$ cat src/rtl/mac_pkg.sv
// Shared types and constants for the MAC issue controller.
package mac_pkg;
   localparam int   DATA_W   = 16;
   localparam logic MODE_INT = 1'b0;
   localparam logic MODE_FP  = 1'b1;

   typedef enum logic [2:0] {
      IDLE,
      CFG,
      RUN,
      READ,
      WAIT,
      HOLD
   } issue_state_e;

   typedef struct packed {
      logic [DATA_W-1:0] a;
      logic [DATA_W-1:0] b;
   } op_pair_t;
endpackage

$ cat src/rtl/mac_issue_ctrl_if.sv
// Job, operand, result and MAC-side signals of the issue controller.
// The slave modport is the controller's view; master is the environment's.
interface mac_issue_ctrl_if #(parameter int LEN_W = 8);
   import mac_pkg::*;

   logic              job_vld;
   logic              job_rdy;
   logic              job_mode;
   logic [LEN_W-1:0]  job_len;
   logic              op_vld;
   logic              op_rdy;
   logic [DATA_W-1:0] op_a;
   logic [DATA_W-1:0] op_b;
   logic              res_vld;
   logic              res_rdy;
   logic [DATA_W-1:0] res_c;
   logic [DATA_W-1:0] mac_a;
   logic [DATA_W-1:0] mac_b;
   logic              mac_en;
   logic              mac_vld;
   logic              mac_rd;
   logic              mac_mode;
   logic              mac_cfg;
   logic [DATA_W-1:0] mac_c;
   logic              busy;

   modport slave (
      input  job_vld, job_mode, job_len, op_vld, op_a, op_b, res_rdy, mac_c,
      output job_rdy, op_rdy, res_vld, res_c, mac_a, mac_b, mac_en, mac_vld,
             mac_rd, mac_mode, mac_cfg, busy
   );

   modport master (
      output job_vld, job_mode, job_len, op_vld, op_a, op_b, res_rdy, mac_c,
      input  job_rdy, op_rdy, res_vld, res_c, mac_a, mac_b, mac_en, mac_vld,
             mac_rd, mac_mode, mac_cfg, busy
   );
endinterface

$ cat src/rtl/mac_op_fifo.sv
// Synchronous operand FIFO; zero-latency head read, write visible next cycle.
// Push is ignored when full and pop when empty; no bypass of a full FIFO.
module mac_op_fifo #(
   parameter int DEPTH = 4,
   parameter int WIDTH = 32
) (
   input  logic             clk,
   input  logic             rst,
   input  logic             push,
   input  logic [WIDTH-1:0] din,
   input  logic             pop,
   output logic [WIDTH-1:0] dout,
   output logic             full,
   output logic             empty
);
   localparam int AW = $clog2(DEPTH);

   logic [WIDTH-1:0] mem [DEPTH];
   logic [AW-1:0]    wp;
   logic [AW-1:0]    rp;
   logic [AW:0]      cnt;
   logic             do_push;
   logic             do_pop;

   assign do_push = push && !full;
   assign do_pop  = pop && !empty;
   assign full    = (cnt == (AW+1)'(DEPTH));
   assign empty   = (cnt == '0);
   assign dout    = mem[rp];

   always_ff @(posedge clk) begin
      if (rst) begin
         wp  <= '0;
         rp  <= '0;
         cnt <= '0;
      end else begin
         if (do_push) begin
            mem[wp] <= din;
            wp      <= wp + AW'(1);
         end
         if (do_pop) rp <= rp + AW'(1);
         case ({do_push, do_pop})
            2'b10:   cnt <= cnt + (AW+1)'(1);
            2'b01:   cnt <= cnt - (AW+1)'(1);
            default: cnt <= cnt;
         endcase
      end
   end
endmodule

$ cat src/rtl/mac_issue_ctrl.sv
// Issues one job to the MAC: cfg pulse, operands, read, result after RD_LAT; outputs registered.
// Operands stall (mac_vld low) while the FIFO is empty; the result holds in HOLD until res_rdy.
module mac_issue_ctrl
   import mac_pkg::*;
#(
   parameter int DEPTH  = 4,
   parameter int RD_LAT = 2,
   parameter int LEN_W  = 8
) (
   input  logic            clk,
   input  logic            rst,
   mac_issue_ctrl_if.slave bus
);
   localparam int WC_W = $clog2(RD_LAT + 1);

   issue_state_e      st;
   issue_state_e      nxt;
   logic [LEN_W-1:0]  count;
   logic [LEN_W-1:0]  cnt_n;
   logic [LEN_W-1:0]  len;
   logic [WC_W-1:0]   wcnt;
   logic [WC_W-1:0]   wc_n;
   logic              live;
   logic              accept;
   logic              push;
   logic              pop;
   logic              full;
   logic              empty;
   logic              cap;
   op_pair_t          head;
   logic [DATA_W-1:0] n_a;
   logic [DATA_W-1:0] n_b;
   logic              n_vld;
   logic              n_cfg;
   logic              n_rd;
   logic              n_en;
   logic              n_res_vld;

   // live keeps both ready outputs low until the first cycle after reset
   assign bus.job_rdy = live && (st == IDLE);
   assign bus.op_rdy  = live && !full;
   assign push        = bus.op_vld && bus.op_rdy;
   assign accept      = bus.job_vld && bus.job_rdy;

   mac_op_fifo #(.DEPTH(DEPTH), .WIDTH($bits(op_pair_t))) u_fifo (
      .clk   (clk),
      .rst   (rst),
      .push  (push),
      .din   ({bus.op_a, bus.op_b}),
      .pop   (pop),
      .dout  (head),
      .full  (full),
      .empty (empty)
   );

   // Outputs are computed for the state being entered and registered with it
   always_comb begin
      nxt       = st;
      cnt_n     = count;
      wc_n      = wcnt;
      pop       = 1'b0;
      cap       = 1'b0;
      n_a       = '0;
      n_b       = '0;
      n_vld     = 1'b0;
      n_cfg     = 1'b0;
      n_rd      = 1'b0;
      n_en      = 1'b0;
      n_res_vld = 1'b0;
      unique case (st)
         IDLE: begin
            if (accept) begin
               nxt   = CFG;
               cnt_n = '0;
               n_cfg = 1'b1;
               n_vld = 1'b1;
               n_en  = 1'b1;
            end
         end
         CFG, RUN: begin
            n_en = 1'b1;
            if (count == len) begin
               nxt  = READ;
               n_rd = 1'b1;
            end else begin
               nxt = RUN;
               if (!empty) begin
                  pop   = 1'b1;
                  n_vld = 1'b1;
                  n_a   = head.a;
                  n_b   = head.b;
                  cnt_n = count + LEN_W'(1);
               end
            end
         end
         READ: begin
            nxt  = WAIT;
            n_en = 1'b1;
            wc_n = WC_W'(1);
         end
         WAIT: begin
            if (wcnt == WC_W'(RD_LAT)) begin
               nxt       = HOLD;
               cap       = 1'b1;
               n_res_vld = 1'b1;
            end else begin
               n_en = 1'b1;
               wc_n = wcnt + WC_W'(1);
            end
         end
         HOLD: begin
            if (bus.res_rdy) nxt = IDLE;
            else             n_res_vld = 1'b1;
         end
         default: nxt = IDLE;
      endcase
   end

   always_ff @(posedge clk) begin
      if (rst) begin
         st           <= IDLE;
         count        <= '0;
         len          <= '0;
         wcnt         <= '0;
         live         <= 1'b0;
         bus.mac_a    <= '0;
         bus.mac_b    <= '0;
         bus.mac_vld  <= 1'b0;
         bus.mac_cfg  <= 1'b0;
         bus.mac_rd   <= 1'b0;
         bus.mac_en   <= 1'b0;
         bus.mac_mode <= 1'b0;
         bus.res_vld  <= 1'b0;
         bus.res_c    <= '0;
         bus.busy     <= 1'b0;
      end else begin
         st          <= nxt;
         count       <= cnt_n;
         wcnt        <= wc_n;
         live        <= 1'b1;
         bus.mac_a   <= n_a;
         bus.mac_b   <= n_b;
         bus.mac_vld <= n_vld;
         bus.mac_cfg <= n_cfg;
         bus.mac_rd  <= n_rd;
         bus.mac_en  <= n_en;
         bus.res_vld <= n_res_vld;
         bus.busy    <= (nxt != IDLE);
         if (accept) begin
            len          <= bus.job_len;
            bus.mac_mode <= bus.job_mode;
         end
         if (cap) bus.res_c <= bus.mac_c;
      end
   end
endmodule

$ cat src/flat_wrapper.sv
// flat-port wrapper written by rule: the top's interface ports become plain ports
module mac_issue_ctrl_flat import mac_pkg::*;
#(
   parameter int DEPTH  = 4,
   parameter int RD_LAT = 2,
   parameter int LEN_W  = 8
)
  (clk, rst, bus_job_vld, bus_job_mode, bus_job_len, bus_op_vld, bus_op_a, bus_op_b, bus_res_rdy, bus_mac_c, bus_job_rdy, bus_op_rdy, bus_res_vld, bus_res_c, bus_mac_a, bus_mac_b, bus_mac_en, bus_mac_vld, bus_mac_rd, bus_mac_mode, bus_mac_cfg, bus_busy);
  mac_issue_ctrl_if #(.LEN_W(LEN_W)) bus_i ();
  input  logic clk;
  input  logic rst;
  input wire logic [$bits(bus_i.job_vld)-1:0] bus_job_vld;
  input wire logic [$bits(bus_i.job_mode)-1:0] bus_job_mode;
  input wire logic [$bits(bus_i.job_len)-1:0] bus_job_len;
  input wire logic [$bits(bus_i.op_vld)-1:0] bus_op_vld;
  input wire logic [$bits(bus_i.op_a)-1:0] bus_op_a;
  input wire logic [$bits(bus_i.op_b)-1:0] bus_op_b;
  input wire logic [$bits(bus_i.res_rdy)-1:0] bus_res_rdy;
  input wire logic [$bits(bus_i.mac_c)-1:0] bus_mac_c;
  output wire logic [$bits(bus_i.job_rdy)-1:0] bus_job_rdy;
  output wire logic [$bits(bus_i.op_rdy)-1:0] bus_op_rdy;
  output wire logic [$bits(bus_i.res_vld)-1:0] bus_res_vld;
  output wire logic [$bits(bus_i.res_c)-1:0] bus_res_c;
  output wire logic [$bits(bus_i.mac_a)-1:0] bus_mac_a;
  output wire logic [$bits(bus_i.mac_b)-1:0] bus_mac_b;
  output wire logic [$bits(bus_i.mac_en)-1:0] bus_mac_en;
  output wire logic [$bits(bus_i.mac_vld)-1:0] bus_mac_vld;
  output wire logic [$bits(bus_i.mac_rd)-1:0] bus_mac_rd;
  output wire logic [$bits(bus_i.mac_mode)-1:0] bus_mac_mode;
  output wire logic [$bits(bus_i.mac_cfg)-1:0] bus_mac_cfg;
  output wire logic [$bits(bus_i.busy)-1:0] bus_busy;
  assign bus_i.job_vld = bus_job_vld;
  assign bus_i.job_mode = bus_job_mode;
  assign bus_i.job_len = bus_job_len;
  assign bus_i.op_vld = bus_op_vld;
  assign bus_i.op_a = bus_op_a;
  assign bus_i.op_b = bus_op_b;
  assign bus_i.res_rdy = bus_res_rdy;
  assign bus_i.mac_c = bus_mac_c;
  assign bus_job_rdy = bus_i.job_rdy;
  assign bus_op_rdy = bus_i.op_rdy;
  assign bus_res_vld = bus_i.res_vld;
  assign bus_res_c = bus_i.res_c;
  assign bus_mac_a = bus_i.mac_a;
  assign bus_mac_b = bus_i.mac_b;
  assign bus_mac_en = bus_i.mac_en;
  assign bus_mac_vld = bus_i.mac_vld;
  assign bus_mac_rd = bus_i.mac_rd;
  assign bus_mac_mode = bus_i.mac_mode;
  assign bus_mac_cfg = bus_i.mac_cfg;
  assign bus_busy = bus_i.busy;
  mac_issue_ctrl #(.DEPTH(DEPTH), .RD_LAT(RD_LAT), .LEN_W(LEN_W)) u_core (.clk(clk), .rst(rst), .bus(bus_i));
endmodule
$ cat config.mk
export PLATFORM = sky130hd
export DESIGN_NAME = mac_issue_ctrl_flat
export DESIGN_NICKNAME = d
export VERILOG_FILES = /design/src/rtl/mac_pkg.sv /design/src/rtl/mac_issue_ctrl_if.sv /design/src/rtl/mac_op_fifo.sv /design/src/rtl/mac_issue_ctrl.sv /design/src/flat_wrapper.sv
export SDC_FILE = /design/constraint.sdc
export NUM_CORES = 1
export LEC_CHECK = 0
export BUFFER_PORTS_ARGS = -buffer_cell sky130_fd_sc_hd__buf_2
export CAP_MARGIN = 5
export CORE_MARGIN = 4
export CORE_UTILIZATION = 25
export CTS_CLUSTER_DIAMETER = 150
export DETAILED_ROUTE_END_ITERATION = 16
export PLACE_DENSITY = 0.49
export SETUP_SLACK_MARGIN = 0.2
export SLEW_MARGIN = 40
export SYNTH_ARGS = -nofsm -noshare
export SYNTH_HDL_FRONTEND = slang
export SYNTH_HIERARCHICAL = 1
export SYNTH_SLANG_ARGS = --single-unit
$ cat constraint.sdc
create_clock -name clk -period 5.1 [get_ports clk]
set_clock_uncertainty 0.05 [all_clocks]
set_input_delay 0.255 -clock clk [delete_from_list [all_inputs] [get_ports clk]]
set_output_delay 0.255 -clock clk [all_outputs]
set_load 0.005 [all_outputs]
# After elaboration in Yosys (flattened, before gate mapping)
# Memory sizes are Yosys's and may differ from the RTL's. A register that Yosys moved wholly into a read port is not among the register bits.
# Index checks and enable logic that the tools add are counted.
# W data, S select, Z words.
[word_totals] register_bits=52 inputBits=62 memories=1 ramBits=128
[classes] mux=28 eq_ne=14 reduce_logical=21 add_sub_neg=6 bitwise_logic=2
[mem_list] memory="u_core.u_fifo.mem" depth=4 width=32 read_ports=1 rd_clocked_by_memory_dff=1 write_ports=1 line="mac_op_fifo.sv:18" source="logic [WIDTH-1:0] mem [DEPTH];"
[op_table] cell="$mux W8" count=3
[op_table] cell="$pmux W8 S2" count=1
[op_table] cell="$pmux W3 S5" count=1
[op_table] cell="$mux W1" count=14
[op_table] cell="$eq A3 B3 Y1 const B" count=3
[op_table] cell="$mux W3" count=3
[op_table] cell="$add A8 B1 Y8 const B" count=1
[op_table] cell="$eq A8 B8 Y1" count=1
[op_table] cell="$add A2 B1 Y2 const B" count=3
[op_table] cell="$eq A3 B2 Y1 const B" count=2
[op_table] cell="$logic_and A1 B1 Y1" count=6
[op_table] cell="$logic_not A3 Y1" count=2
[op_table] cell="$ne A2 B2 Y1 const B" count=3
[op_table] cell="$pmux W3 S2" count=1
[op_table] cell="$reduce_bool A2 Y1" count=3
[op_table] cell="$reduce_or A2 Y1" count=3
[op_table] cell="$eq A2 B2 Y1 const B" count=2
[op_table] cell="$pmux W1 S2" count=2
[op_table] cell="$pmux W2 S2" count=1
[op_table] cell="$reduce_and A4 Y1" count=1
[op_table] cell="$reduce_or A4 Y1" count=1
[op_table] cell="$add A3 B1 Y3 const B" count=1
[op_table] cell="$eq A3 B1 Y1 const B" count=1
[op_table] cell="$pmux W1 S3" count=1
[op_table] cell="other kinds (9)" count=11

# Longest topological paths before layout
[logic_depth] ltp_word=8 ltp_mapped=14

# Modules after synthesis
# Netlist, hierarchy kept.
[by_module_without_submodules] module="mac_op_fifo" cells_each=221 n_inst=1 seq_area_each_um2=4023.9 area_per_inst_um2=5144.9
[by_module_without_submodules] module="mac_issue_ctrl" cells_each=296 n_inst=1 seq_area_each_um2=1541.5 area_per_inst_um2=2791.4

# Worst setup path after synthesis
# OpenSTA, ideal clock, no wires.
[synth_path] path_kind="register to register" startpoint="register u_core.u_fifo.cnt[2]" endpoint="memory u_core.u_fifo.mem[0][0] (enable)" stages_incl_launch_ff=7 t_arrival_ps=3382 synth_period_minus_slack_ps=3900 n_path_buf=1 slack_ps=1200 cell_sequence="dfxtp_1 -> nor3b_2 -> nor2b_1 -> and2_1 -> nand2b_1 -> buf_4 -> nor3b_1"
[synth_between] elab_chain_cells=8
[synth_lines] item="start, declared" line="mac_op_fifo.sv:21" source="logic [AW:0] cnt;"
[synth_lines] item="start signal, assigned" line="mac_op_fifo.sv:43" source="2'b10: cnt <= cnt + (AW+1)'(1);"
[synth_lines] item="start signal, assigned" line="mac_op_fifo.sv:44" source="2'b01: cnt <= cnt - (AW+1)'(1);"
[synth_lines] item="start signal, assigned" line="mac_op_fifo.sv:45" source="default: cnt <= cnt;"
[synth_lines] item="$eq A3 B3 Y1" line="mac_op_fifo.sv:27" source="assign full = (cnt == (AW+1)'(DEPTH));"
[synth_lines] item="net u_core.full" line="mac_issue_ctrl.sv:27" source="logic full;"
[synth_lines] item="$logic_not A1 Y1" line="mac_issue_ctrl.sv:41" source="assign bus.op_rdy = live && !full;"
[synth_lines] item="$logic_and A1 B1 Y1" line="mac_issue_ctrl.sv:41"
[synth_lines] item="net bus_op_rdy" line="flat_wrapper.sv:21" source="output wire logic [$bits(bus_i.op_rdy)-1:0] bus_op_rdy;"
[synth_lines] item="$logic_and A1 B1 Y1" line="mac_issue_ctrl.sv:42" source="assign push = bus.op_vld && bus.op_rdy;"
[synth_lines] item="net u_core.push" line="mac_issue_ctrl.sv:25" source="logic push;"
[synth_lines] item="$logic_and A1 B1 Y1" line="mac_op_fifo.sv:25" source="assign do_push = push && !full;"
[synth_lines] item="$mux W1" line="mac_op_fifo.sv:37" source="if (do_push) begin"
[synth_lines] item="$mux W1" line="mac_op_fifo.sv:32" source="if (rst) begin"
[synth_lines] item="$mux W1 (implied by the code)" line="mac_op_fifo.sv:38" source="mem[wp] <= din;"
[synth_lines] item="end, declared" line="mac_op_fifo.sv:18"
# The timed path passes the listed nets, and every way through them passes these cells.

# Final worst setup path
[layout_path] startpoint="register u_core.st[0]" endpoint="register u_core.u_fifo.cnt[2]"
[layout_between] elab_chain_cells=6 word_cells_on_any_way=9
[layout_lines] item="start, declared" line="mac_issue_ctrl.sv:16" source="issue_state_e st;"
[layout_lines] item="start signal, assigned" line="mac_issue_ctrl.sv:137" source="st <= nxt;"
[layout_lines] item="$eq A3 B1 Y1 / $eq A3 B2 Y1 (equally long branches)" line="mac_issue_ctrl.sv:70" source="unique case (st)"
[layout_lines] item="$reduce_or A2 Y1 *" line="mac_issue_ctrl.sv:70"
[layout_lines] item="$mux W1 *" line="mac_issue_ctrl.sv:70"
[layout_lines] item="net u_core.pop" line="mac_issue_ctrl.sv:26" source="logic pop;"
[layout_lines] item="$logic_and A1 B1 Y1 *" line="mac_op_fifo.sv:26" source="assign do_pop = pop && !empty;"
[layout_lines] item="$eq A2 B1 Y1 / $eq A2 B2 Y1 (equally long branches)" line="mac_op_fifo.sv:42" source="case ({do_push, do_pop})"
[layout_lines] item="$pmux W3 S2 / $reduce_bool A2 Y1 (equally long branches)"
# Mark *: on every way through the listed nets, which the timed path passes. The rest lies on a longest branch.
# A chain may end at the register's enable or synchronous reset.

==> run summary <==
P per Cell Area -> 374 mW/mm^2
EDFF count, synth -> 128
Worst-Skew Late Latency -> 0.53 ns
syn_nets -> 587
final instance area -> 0.0103 sq mm
drt pass-1 iters -> 4
Slew Limit Fails -> 0
Max Fanout on Critical Path -> 14
first-pass GRT wire length -> 26900 um
DRT iter0 DRCs -> 264
Rows -> 64
fin crit share -> 0.530
H-tree levels -> 1
via/cell ratio -> 4.26
fin crit period -> 2.70 ns
Area Growth Syn to Fin -> 29.5%
crit start category -> flop
Synth area leaders -> edfxtp_1 48%, dfxtp_1 22%, mux4_2 8.5%
r2r worst-path depth -> 12
DR DRC count -> 0
DP Area -> 0.00890 sq mm
synth cell count leaders -> 128 x edfxtp_1, 86 x dfxtp_1, 57 x nand2_1
routability cong. -> 0.713
core area -> 0.0310 sq mm
Ys Warns -> 6
Top-Level Pins -> 119
Crit. End Element -> flop
Starting Density -> 0.256
final non-filler cell total -> 1114
Post-Synthesis Cells -> 517
Critical R2R Capture -> u_core/u_fifo/cnt[2]
Avg Cell Area, Syn -> 15.4 sq um
clk slew on worst S/H paths -> 0.06 ns
final hold violations -> 0
Leak Pwr -> 3.71 nW
VDD IR-drop max -> 0.285 mV
Synth Cell Area -> 0.00794 sq mm
CP arrival -> 3.12 ns
Setup CP Type -> reg -> reg
clock root cell -> clkbuf_16
WL/cell -> 15.7 um
Setup TNS Final -> 0 ns
Via Count -> 4749
WHS Endpoint -> u_core/bus.res_vld
initial antenna violation count -> 1
async set-reset flop share out of synthesis -> 0
CTS Sinks -> 214
share of the synthesized area in the top cell type -> 0.484
Die ar. -> 0.0347 sq mm
min-delay src -> bus_res_rdy
number of port buffers -> 118
Post-DRT Antenna Nets -> 0
Yosys top cell by area -> edfxtp_1
count leader, synth -> edfxtp_1
Chip Height -> 186 um
Top FF cell, synth -> edfxtp_1
Max-Slew Margin vs Limit -> 0.559
count of cell types in the netlist -> 50
Hold Crit Depth -> 4
Finish-stage setup viols -> 0
pin count of the biggest net entering global routing -> 37
FMAX -> 370 MHz
Final nets -> 769
HP Class -> in -> reg
status -> finished, final reports clean
Die Wd -> 186 um
detailed placement HPWL -> 10500 um
final wirelength -> 17500 um
Total GRT Usage -> 0.0986
r2r startpoint -> u_core/st[0]
total CTS buffers -> 24
vias in the first global route -> 4746
Yosys reg bits -> 214
CTS tree -> done
CTS Buffer Depth -> 3
RSZ-0062 raised after global routing -> no
layout cells sized above 1 -> 0.289
R2R Setup Slk -> 2.40 ns
Worst-Margin Slew -> 0.660 ns
sequential fraction of the synthesis area -> 0.701
CP Data Required Time -> 5.51 ns
DP Cell Count -> 1012
MaxCap Viol Count -> 0
gr ovfl total -> 0
[metal layers]
| metal | global-route usage | up-vias | part of all wire |
|---|---|---|---|
| li1 | - | 2274 | - |
| met1 | 0.136 | 2313 | 0.47 |
| met2 | 0.160 | 134 | 0.45 |
| met3 | 0.0214 | 28 | 0.053 |
| met4 | 0.0230 | 0 | 0.019 |
| met5 | 0 | - | 0 |
[stage by stage]
step | power [W] | hold WS [ns] | setup slack (ns) | utilization
after floorplan | 0.00205 | 0.304 | 1.20 | -
after global placement | 0.00213 | 0.390 | 2.39 | 0.287
after detailed placement | 0.00213 | 0.394 | 2.37 | 0.287
after CTS | 0.00391 | 0.0340 | 2.39 | 0.331
after global routing | 0.00400 | 0.0600 | 2.14 | 0.332
final | 0.00384 | 0.0738 | 2.40 | 0.332
[worst max path at each step]
stage | from | end | slack (ns) | cells past startpoint
6_report | u_core/st[0] | u_core/u_fifo/cnt[2] | 2.40 | 12
5_1_grt | u_core/st[0] | u_core/u_fifo/cnt[2] | 2.14 | 12
4_1_cts | u_core/st[0] | u_core/u_fifo/cnt[2] | 2.39 | 12
3_5_place_dp | u_core/st[0] | u_core/u_fifo/cnt[2] | 2.37 | 12
3_3_place_gp | u_core/st[0] | u_core/u_fifo/cnt[2] | 2.39 | 12
2_1_floorplan | u_core/u_fifo/cnt[2] | u_core/u_fifo/mem[0][0] | 1.20 | 6
[power by group]
| group | switching [W] | internal, W | total, W |
|---|---|---|---|
| clock network | 0.000683 | 0.00104 | 0.00172 |
| registers | 0.0000239 | 0.00187 | 0.00189 |
| logic | 0.000121 | 0.000110 | 0.000231 |
| total | 0.000828 | 0.00301 | 0.00384 |
[cell usage in the layout, fill, tap and decap left out, types with 5 or more instances in the layout]
cell           netlist  layout
inv_1               12      12
nand3_1              9       8
xnor2_1              7       7
mux4_2              30      30
nor2_1              14      14
a31oi_1              6       6
ha_1                 7       7
buf_4                1       7
o21ai_0              6       6
nor3b_2              1       5
clkbuf_1             9       7
and2_1              34      34
nand2_1             57      57
a21oi_1             36      36
dlygate4sd3_1        0      57
clkbuf_16            0      25
or3_1                5       5
edfxtp_1           128     128
buf_2                7     118
dfxtp_1             86      84
[worst max-delay path, cell delays in order, from the launching register on]
cell,delay (ns)
dfxtp_1,0.52
xnor2_2,0.15
nor3_4,0.23
o21ai_2,0.22
inv_1,0.12
o31ai_1,0.09
inv_1,0.07
ha_1,0.17
inv_1,0.06
fa_1,0.37
xor2_1,0.15
or3_1,0.30
a21oi_1,0.14
[cell families (layout without fill, tap and decap cells)]
group	after synthesis	count (layout)	share of synthesized area
fa+ha+maj	8	8	0.0136
compound gates	57	57	0.0405
xor+xnor	12	12	0.0151
flops	214	214	0.701
other cells	0	1	0
buf+inv	39	239	0.0325
simple gates	152	152	0.102
mux	35	35	0.0955
[timing repair]
action / 4_1_cts / 5_1_grt
resized for setup: 0 / 0
hold buffers: 57 / 0
hold endpoints to repair: 153 / 0
setup buffers: 0 / 0
[state kept, by name (all words and copies together) (netlist names), 2 cells and up, named ones only]
| name | count |
|---|---|
| u_core/bus.mac_a | 16 |
| u_core/wcnt | 2 |
| u_core/u_fifo/mem | 128 |
| u_core/bus.mac_b | 16 |
| u_core/st | 3 |
| u_core/len | 8 |
| u_core/u_fifo/wp | 2 |
| u_core/u_fifo/cnt | 3 |
| u_core/u_fifo/rp | 2 |
| u_core/bus.res_c | 16 |
| u_core/count | 8 |
[area by class of cell]
class | count | area, sq um
flip-flops and latches | 214 | 5570
well taps | 396 | 495
fillers | 3028 | 20700
multi-input cells | 264 | 2140
clock inverters | 10 | 126
diodes | 1 | 2.50
clock buffers | 34 | 679
inverters | 13 | 48.8
repair buffers | 182 | 1210
No activity file was read; power rests on OpenSTA's default activity.
